==> src/rtl/mem_port_arbiter_pkg.sv <==
// Shared encodings and default widths for the IF/DM memory port arbiter.
package mem_port_arbiter_pkg;

    localparam int DEF_ADDR_W       = 16;
    localparam int DEF_DATA_W       = 16;
    localparam int DEF_STARVE_LIMIT = 4;

    typedef enum logic [1:0] {
        ARB_IDLE  = 2'd0,
        ARB_IWAIT = 2'd1,
        ARB_DWAIT = 2'd2
    } arb_state_e;

    // Counter width able to hold 0..limit inclusive.
    function automatic int ctr_width(input int limit);
        return (limit < 1) ? 1 : $clog2(limit + 1);
    endfunction

endpackage

==> src/rtl/arb_starve_ctr.sv <==
// Saturating count of consecutive DM grants taken while IF was waiting.
module arb_starve_ctr
    import mem_port_arbiter_pkg::*;
#(
    parameter int LIMIT = DEF_STARVE_LIMIT,
    parameter int CNT_W = ctr_width(LIMIT)
) (
    input  logic clk,
    input  logic rst,
    input  logic inc,
    input  logic clr,
    output logic hit
);

    logic [CNT_W-1:0] cnt_q;
    logic [CNT_W-1:0] cnt_d;

    assign hit = (cnt_q == CNT_W'(LIMIT));

    always_comb begin
        cnt_d = cnt_q;
        if (clr) begin
            cnt_d = '0;
        end else if (inc && !hit) begin
            cnt_d = cnt_q + 1'b1;
        end
    end

    always_ff @(posedge clk or negedge rst) begin
        if (!rst) begin
            cnt_q <= '0;
        end else begin
            cnt_q <= cnt_d;
        end
    end

endmodule

==> src/rtl/mem_port_arbiter.sv <==
// Arbitrates one stalling memory port between instruction fetch and the memory stage.
// A requester's req in its own done cycle is treated as its next request.
module mem_port_arbiter
    import mem_port_arbiter_pkg::*;
#(
    parameter int ADDR_W       = DEF_ADDR_W,
    parameter int DATA_W       = DEF_DATA_W,
    parameter int STARVE_LIMIT = DEF_STARVE_LIMIT
) (
    input  logic              clk,
    input  logic              rst,
    input  logic              if_req,
    input  logic [ADDR_W-1:0] if_addr,
    input  logic              if_flush,
    output logic [DATA_W-1:0] if_rdata,
    output logic              if_done,
    output logic              if_stall,
    input  logic              dm_req,
    input  logic              dm_wr,
    input  logic [ADDR_W-1:0] dm_addr,
    input  logic [DATA_W-1:0] dm_wdata,
    output logic [DATA_W-1:0] dm_rdata,
    output logic              dm_done,
    output logic              dm_stall,
    output logic              mem_en,
    output logic              mem_wr,
    output logic [ADDR_W-1:0] mem_addr,
    output logic [DATA_W-1:0] mem_wdata,
    input  logic              mem_busy,
    input  logic              mem_done,
    input  logic [DATA_W-1:0] mem_rdata,
    output logic              err,
    output logic [1:0]        dbg_state
);

    arb_state_e        state_q, state_d;
    logic              kill_q, kill_d;
    logic [DATA_W-1:0] if_rdata_q, if_rdata_d;
    logic [DATA_W-1:0] dm_rdata_q, dm_rdata_d;
    logic              if_done_q, if_done_d;
    logic              dm_done_q, dm_done_d;
    logic              err_q, err_d;

    logic in_idle;
    logic starve_hit;
    logic if_grant, dm_grant;
    logic if_issue, dm_issue;

    // DM has priority unless IF has been starved; a flushing IF is never granted.
    assign in_idle  = (state_q == ARB_IDLE);
    assign if_grant = in_idle & if_req & ~if_flush & (~dm_req | starve_hit);
    assign dm_grant = in_idle & dm_req & ~if_grant;
    // Command and stall outputs are forced low while reset is held.
    assign if_issue = if_grant & ~mem_busy & rst;
    assign dm_issue = dm_grant & ~mem_busy & rst;

    arb_starve_ctr #(
        .LIMIT (STARVE_LIMIT)
    ) u_starve (
        .clk (clk),
        .rst (rst),
        .inc (dm_issue & if_req),
        .clr (if_issue | ~if_req),
        .hit (starve_hit)
    );

    assign mem_en    = if_issue | dm_issue;
    assign mem_wr    = dm_issue & dm_wr;
    assign mem_addr  = dm_issue ? dm_addr : (if_issue ? if_addr : '0);
    assign mem_wdata = dm_issue ? dm_wdata : '0;

    assign if_stall  = rst & if_req & ~if_done_q;
    assign dm_stall  = rst & dm_req & ~dm_done_q;

    assign if_rdata  = if_rdata_q;
    assign dm_rdata  = dm_rdata_q;
    assign if_done   = if_done_q;
    assign dm_done   = dm_done_q;
    assign err       = err_q;
    assign dbg_state = state_q;

    always_comb begin
        state_d    = state_q;
        kill_d     = kill_q;
        if_rdata_d = if_rdata_q;
        dm_rdata_d = dm_rdata_q;
        if_done_d  = 1'b0;
        dm_done_d  = 1'b0;
        err_d      = 1'b0;
        case (state_q)
            ARB_IDLE: begin
                if (mem_done) err_d = 1'b1;
                if (dm_issue) begin
                    state_d = ARB_DWAIT;
                end else if (if_issue) begin
                    state_d = ARB_IWAIT;
                end
            end
            ARB_IWAIT: begin
                if (if_flush) kill_d = 1'b1;
                if (mem_done) begin
                    state_d = ARB_IDLE;
                    kill_d  = 1'b0;
                    // A flush on the completing cycle kills the fetch as well.
                    if (!(kill_q || if_flush)) begin
                        if_rdata_d = mem_rdata;
                        if_done_d  = 1'b1;
                    end
                end
            end
            ARB_DWAIT: begin
                if (mem_done) begin
                    state_d    = ARB_IDLE;
                    dm_rdata_d = mem_rdata;
                    dm_done_d  = 1'b1;
                end
            end
            default: state_d = ARB_IDLE;
        endcase
    end

    always_ff @(posedge clk or negedge rst) begin
        if (!rst) begin
            state_q    <= ARB_IDLE;
            kill_q     <= 1'b0;
            if_rdata_q <= '0;
            dm_rdata_q <= '0;
            if_done_q  <= 1'b0;
            dm_done_q  <= 1'b0;
            err_q      <= 1'b0;
        end else begin
            state_q    <= state_d;
            kill_q     <= kill_d;
            if_rdata_q <= if_rdata_d;
            dm_rdata_q <= dm_rdata_d;
            if_done_q  <= if_done_d;
            dm_done_q  <= dm_done_d;
            err_q      <= err_d;
        end
    end

endmodule
==> config.mk <==
export PLATFORM = sky130hd
export DESIGN_NAME = mem_port_arbiter
export DESIGN_NICKNAME = d
export VERILOG_FILES = /design/src/rtl/mem_port_arbiter_pkg.sv /design/src/rtl/arb_starve_ctr.sv /design/src/rtl/mem_port_arbiter.sv
export SDC_FILE = /design/constraint.sdc
export NUM_CORES = 1
export LEC_CHECK = 0
export BUFFER_PORTS_ARGS = -buffer_cell sky130_fd_sc_hd__buf_4
export CORE_MARGIN = 3
export CORE_UTILIZATION = 45
export CTS_CLUSTER_SIZE = 20
export DETAILED_ROUTE_END_ITERATION = 12
export GPL_TIMING_DRIVEN = 0
export PLACE_DENSITY = 0.85
export SLEW_MARGIN = 15
export SYNTH_ARGS = -nofsm -noshare
export SYNTH_HDL_FRONTEND = slang
export SYNTH_SLANG_ARGS = --single-unit
==> constraint.sdc <==
create_clock -name clk -period 2.6 [get_ports clk]
set_clock_uncertainty 0.2 [all_clocks]
set_input_delay 0.13 -clock clk [delete_from_list [all_inputs] [get_ports clk]]
set_output_delay 0.13 -clock clk [all_outputs]
set_load 0.02 [all_outputs]
======== Word level (Yosys, flattened, before mapping) ========
Cells that the tools add are included.
Widths: inputs -> output; s select.
storage, ports and cells
  register bits ........................... 41
  word-level logic and storage cells ...... 68
  input port bits ......................... 72
cells by class
  eq/ne operators ......................... 5
  mux-type cells .......................... 17
  reduce and logical (&&, ||, !) cells .... 11
  add/subtract/negate cells ............... 1
  bitwise operators ....................... 26
operators by type and width
  cell                 number
  $mux 16              3
  $and 1x1->1          15
  $mux 1               8
  $not 1->1            8
  $mux 2               3
  $mux 3               2
  $reduce_and 2->1     3
  $pmux 2 s2           1
  $reduce_bool 2->1    2
  $add 3x1->3 const B  1
  $eq 3x3->1 const B   1
  $ne 3x1->1 const B   1
  $or 1x1->1           3
  $reduce_and 3->1     1
  $eq 2x1->1 const B   1
  $eq 2x2->1 const B   1
  $logic_not 2->1      1
  $ne 2x1->1 const B   1
  $reduce_or 2->1      1
  $logic_and 1x1->1    1
  $logic_not 1->1      1
  $logic_or 1x1->1     1

======== Depth between registers and ports, before layout ========
  depth after elaboration ................. 12
  depth in mapped cells ................... 6
  gate-level depth less buffers ........... 5

======== Hierarchy ========
Synthesis repeated with hierarchy kept, for this count alone.
unflattened totals
  cells, all modules ...................... 197
  area total of the unflattened synthesis .. 2242.2 µm²
modules (own cells, without submodules)
  module            sequential area each (µm²)  cells each  area an instance (µm²)  instances
  mem_port_arbiter  950.9                       179         2049.5                  1
  arb_starve_ctr    75.1                        18          192.7                   1

======== Worst setup path before layout ========
No wires, ideal clock.
  kind .................................... register to output
  start point ............................. reg state_q[0] (netlist: dbg_state[0])
  end point ............................... out mem_addr[10]
  stages on the path, launching flop included .. 7
  arrival time ............................ 1.808 ns
  path slack .............................. 0.462 ns
  data required time ...................... 2.270 ns
  cell sequence ........................... dfrtp_1 > inv_1 > ha_1 > nand3b_4 > nor2_4 > buf_6 > mux2i_1
on the way
  longest elaborated chain between the ends .. 9
  elaborated cells on any way between the ends .. 13
RTL lines
  element                   line                     source
  start: declaration        mem_port_arbiter.sv:36   arb_state_e state_q, state_d;
  start signal: assignment  mem_port_arbiter.sv:132  state_q <= state_d;
  $logic_not 2->1 *         mem_port_arbiter.sv:50   assign in_idle = (state_q == ARB_IDLE);
  $and 1x1->1 (3 in a row)  mem_port_arbiter.sv:51   assign if_grant = in_idle & if_req & ~if_flush & (~dm_req | starve_hit);
  $not 1->1                 mem_port_arbiter.sv:52   assign dm_grant = in_idle & dm_req & ~if_grant;
  $and 1x1->1               mem_port_arbiter.sv:52
  $and 1x1->1 (2 in a row)  mem_port_arbiter.sv:55   assign dm_issue = dm_grant & ~mem_busy & rst;
  $mux 16 *                 mem_port_arbiter.sv:69   assign mem_addr = dm_issue ? dm_addr : (if_issue ? if_addr : '0);
  end: declaration          mem_port_arbiter.sv:27   output logic [ADDR_W-1:0] mem_addr,
Every way passes the cells marked *; elsewhere a longest branch is shown, timed or not.

======== Worst setup path after layout ========
  start point ............................. reg state_q[0] (netlist: dbg_state[0])
  end point ............................... out mem_wdata[12]
on the way
  longest elaborated chain between the ends .. 9
  elaborated cells on any way between the ends .. 10
RTL lines
  element                     line                    source
  $logic_not 2->1 *           mem_port_arbiter.sv:50
  $and 1x1->1 (3 in a row)    mem_port_arbiter.sv:51
  $not 1->1                   mem_port_arbiter.sv:52
  $and 1x1->1 *               mem_port_arbiter.sv:52
  $and 1x1->1 * (2 in a row)  mem_port_arbiter.sv:55
  $mux 16 *                   mem_port_arbiter.sv:70  assign mem_wdata = dm_issue ? dm_wdata : '0;
  end: declaration            mem_port_arbiter.sv:28  output logic [DATA_W-1:0] mem_wdata,
Marked as above.

==> flow_results.xml <==
<?xml version="1.0" encoding="UTF-8"?>
<metrics>
  <group name="status">
    <metric name="run_status" unit="">finished, final reports clean</metric>
  </group>
  <group name="synthesis">
    <metric name="syn-cell-area" unit="mm2">0.00218</metric>
    <metric name="netlist.top_cell.by_area" unit="">dfrtp_1</metric>
    <metric name="netlist-cell-type-count" unit="">31</metric>
    <metric name="post_synth_main_area_contributors" unit="">dfrtp_1 (47%), mux2_2 (12%), mux2i_1 (7.4%)</metric>
    <metric name="synthMostInstantiatedCell" unit="">dfrtp_1</metric>
    <metric name="postSynth.asyncResetShare" unit="">1.00</metric>
    <metric name="synth_ff_type" unit="">dfrtp_1</metric>
    <metric name="synth_edf_count" unit="">0</metric>
    <metric name="synthCells" unit="">196</metric>
    <metric name="syn-mean-instance-area" unit="um2">11.1</metric>
    <metric name="yosysTopAreaCellShare" unit="">0.471</metric>
    <metric name="synth.top_cells.by_count" unit="">dfrtp_1 (41), nand2_1 (37), mux2_2 (23)</metric>
    <metric name="synth-warning-count" unit="">0</metric>
    <metric name="ys_seq_elements" unit="">41</metric>
    <metric name="yosysSeqAreaShare" unit="">0.471</metric>
    <metric name="synth.net_count" unit="">273</metric>
  </group>
  <group name="setup_path">
    <metric name="cp_data_arrival_time" unit="ns">2.05</metric>
    <metric name="critPathMaxFanout" unit="">10</metric>
    <metric name="critPathCaptureType" unit="">output pin</metric>
    <metric name="worst_setup_path_start_kind" unit="">flip-flop</metric>
    <metric name="worst-r2r-cell-count" unit="">6</metric>
    <metric name="path_type_of_the_worst_setup_path" unit="">flip-flop to output pin</metric>
    <metric name="cp_data_required_time" unit="ns">2.27</metric>
  </group>
  <group name="die">
    <metric name="std_cell_core_area" unit="mm2">0.00450</metric>
    <metric name="dieWidth" unit="um">75.6</metric>
    <metric name="die_height" unit="um">75.6</metric>
    <metric name="initial_core_util" unit="">0.484</metric>
    <metric name="design.die.area" unit="mm2">0.00571</metric>
    <metric name="pin_count" unit="">145</metric>
    <metric name="number_of_placement_rows" unit="">24</metric>
  </group>
  <group name="sta">
    <metric name="hold_viol_final" unit="">0</metric>
    <metric name="setup-violations-final" unit="">0</metric>
    <metric name="fmaxAchievable" unit="GHz">0.419</metric>
    <metric name="grt_setup_unrepaired" unit="">false</metric>
    <metric name="final.setup.tns" unit="ns">0</metric>
    <metric name="number_of_max_slew_violations_in_the_final_report" unit="">0</metric>
    <metric name="final.min_clock_period" unit="ns">2.38</metric>
    <metric name="timing.final.crit_share" unit="">0.917</metric>
    <metric name="whs" unit="ns">0.0134</metric>
    <metric name="maxSlewHeadroom" unit="">0.700</metric>
    <metric name="tightestPinTransition" unit="ns">0.446</metric>
  </group>
  <group name="place">
    <metric name="port_buffers" unit="">144</metric>
    <metric name="detailed_place_hpwl" unit="um">5170</metric>
    <metric name="place_congestion" unit="">0.843</metric>
  </group>
  <group name="run">
    <metric name="max-cap-violations" unit="">0</metric>
  </group>
  <group name="global_route">
    <metric name="antenna_found_initial" unit="">0</metric>
    <metric name="wire_length_of_the_first_global_routing_pass" unit="um">10400</metric>
    <metric name="grt_start_max_net_pins" unit="">49</metric>
    <metric name="globalRouteOverflowTotal" unit="">0</metric>
    <metric name="vias_in_the_first_global_route" unit="">2155</metric>
    <metric name="grt.total_usage" unit="">0.244</metric>
  </group>
  <group name="power">
    <metric name="combPwrFrac" unit="">0.477</metric>
    <metric name="power.ir.vdd_worst" unit="uV">803</metric>
    <metric name="seq_power_share" unit="">0.346</metric>
    <metric name="p_clk_frac" unit="">0.177</metric>
    <metric name="net-switching-power" unit="uW">1120</metric>
    <metric name="power_density" unit="mW/mm2">829</metric>
    <metric name="power_switching_share" unit="">0.371</metric>
    <metric name="p_int" unit="uW">1910</metric>
    <metric name="p_leak" unit="uW">0.00186</metric>
  </group>
  <group name="hold_path">
    <metric name="hold_wc_path_type" unit="">input pin to flip-flop</metric>
    <metric name="timing.hold.worst_path_depth" unit="">3</metric>
  </group>
  <group name="cts">
    <metric name="htree_num_levels" unit="">2</metric>
    <metric name="clk_root_buffer_cell" unit="">clkbuf_8</metric>
    <metric name="clock_pin_slew_of_the_registers_on_the_worst_case_setup_and_hold_paths" unit="ns">0.08</metric>
    <metric name="numCtsBuffers" unit="">5</metric>
    <metric name="max-clock-path-buffers" unit="">2</metric>
    <metric name="tritoncts" unit="">built</metric>
    <metric name="clock-sinks" unit="">41</metric>
    <metric name="worstSkewPairLatency" unit="ns">0.30</metric>
  </group>
  <group name="routing">
    <metric name="route.detailed.wl_per_inst" unit="um">16.8</metric>
    <metric name="wl" unit="um">7060</metric>
    <metric name="drc" unit="">0</metric>
    <metric name="vias_per_cell" unit="">4.99</metric>
    <metric name="antenna_left" unit="">0</metric>
    <metric name="vias" unit="">2102</metric>
    <metric name="detail_route.first_pass.iterations" unit="">4</metric>
    <metric name="detailedRoute.firstIterationViolations" unit="">110</metric>
  </group>
  <group name="finish">
    <metric name="insertedDiodeCount" unit="">0</metric>
    <metric name="fillers" unit="">291</metric>
    <metric name="fin_nets" unit="">445</metric>
    <metric name="share_of_layout_cells_above_drive_strength_1" unit="">0.509</metric>
    <metric name="multiInputGateArea" unit="mm2">0.00108</metric>
    <metric name="register_area" unit="mm2">0.00103</metric>
    <metric name="synthesis_to_finish_area_growth" unit="%">67.7</metric>
  </group>
</metrics>
per-stage QoR:
stage / utilization / worst slack (ns) / std cells / total power, uW / area (um2)
4_1_cts: 0.808 / 0.0728 / 420 / 3020 / 3640
3_5_place_dp: 0.738 / 0.447 / 392 / 2450 / 3320
6_report: 0.811 / 0.216 / 421 / 3030 / 3650
5_1_grt: 0.811 / 0.0121 / 421 / 3180 / 3650
2_1_floorplan: - / 0.462 / 196 / 1770 / 2180
3_3_place_gp: 0.738 / 0.481 / 392 / 2390 / 3320
path summary, 6_finish.rpt:
path,to,startpoint,slack (ns)
setup / recovery,mem_wdata[12],dbg_state[0],0.22
hold / removal,if_done,if_flush,0.01
setup reg to reg,if_rdata[11],dbg_state[1],0.58
hold reg to reg,if_rdata[8],if_rdata[8],0.29
max in group asynchronous,dm_done,rst,1.78
min in group asynchronous,dm_rdata[1],rst,0.13
worst max-delay path: stages, from the launching register on:
cell,delay [ns]
dfrtp_1,0.41
inv_1,0.11
ha_1,0.30
and4b_1,0.27
o21a_2,0.20
clkbuf_2,0.19
and2_1,0.14
buf_4,0.14
layout by cell type (no fill, tap or decap), types with 2 or more instances in the layout:
master	synthesis	routed
buf_4	0	144
dfrtp_1	41	41
nand2_1	37	37
mux2_2	23	23
dlygate4sd3_1	0	20
and2_1	19	19
mux2i_1	16	16
mux2_1	9	9
inv_1	6	6
a21oi_1	6	6
clkbuf_8	0	6
buf_2	5	5
ha_1	5	5
o21ai_0	4	4
buf_6	2	3
nor2b_1	2	2
nor2_1	2	2
o31ai_1	2	2
nand3_1	2	2
power groups by stage:
stage               Clock [uW]  Combinational [uW]  Sequential [uW]
floorplan                    0                 446             1330
global placement             0                1370             1030
detailed placement           0                1400             1050
CTS                        542                1440             1040
global route               571                1540             1070
finish                     534                1440             1050
cells by family after synthesis:
kind of cell / after synthesis / share of synthesized area
adders and majority gates: 5 / 0.0287
muxes: 48 / 0.239
and+or+nand+nor: 71 / 0.175
DFF: 41 / 0.471
AOI/OAI and AO/OA: 17 / 0.0523
buffers and inverters: 14 / 0.0345
state kept, by name, indices dropped and copies added, names as in the netlist:
name	flops
dm_rdata	16
if_rdata	16
u_starve.cnt_q	3
dbg_state	2
dm_done	1
err	1
if_done	1
kill_q	1
final cells by class:
class	count	share of cell area
Clock buffer	7	0.0236
Clock inverter	1	0.00822
Multi-Input combinational cell	141	0.295
Tap cell	52	0.0178
Buffer	8	0.0144
Timing Repair Buffer	165	0.354
Sequential cell	41	0.281
Inverter	6	0.00617
metal layers:
| metal | vias up | global-route usage | share of wire | routed length [um] |
|---|---|---|---|---|
| met4 | 0 | 0.0738 | 0.018 | 124 |
| met1 | 1021 | 0.270 | 0.36 | 2530 |
| met5 | - | 0 | 0 | 0 |
| li1 | 1002 | - | - | - |
| met2 | 67 | 0.439 | 0.55 | 3910 |
| met3 | 12 | 0.0858 | 0.071 | 503 |
timing repair:
action,in CTS,in global routing
hold endpoints to repair,78,0
setup endpoints to repair,0,26
resized for setup,0,1
buffers inserted,0,1
hold buffers,20,0
No activity file was read; power rests on OpenSTA's default activity.
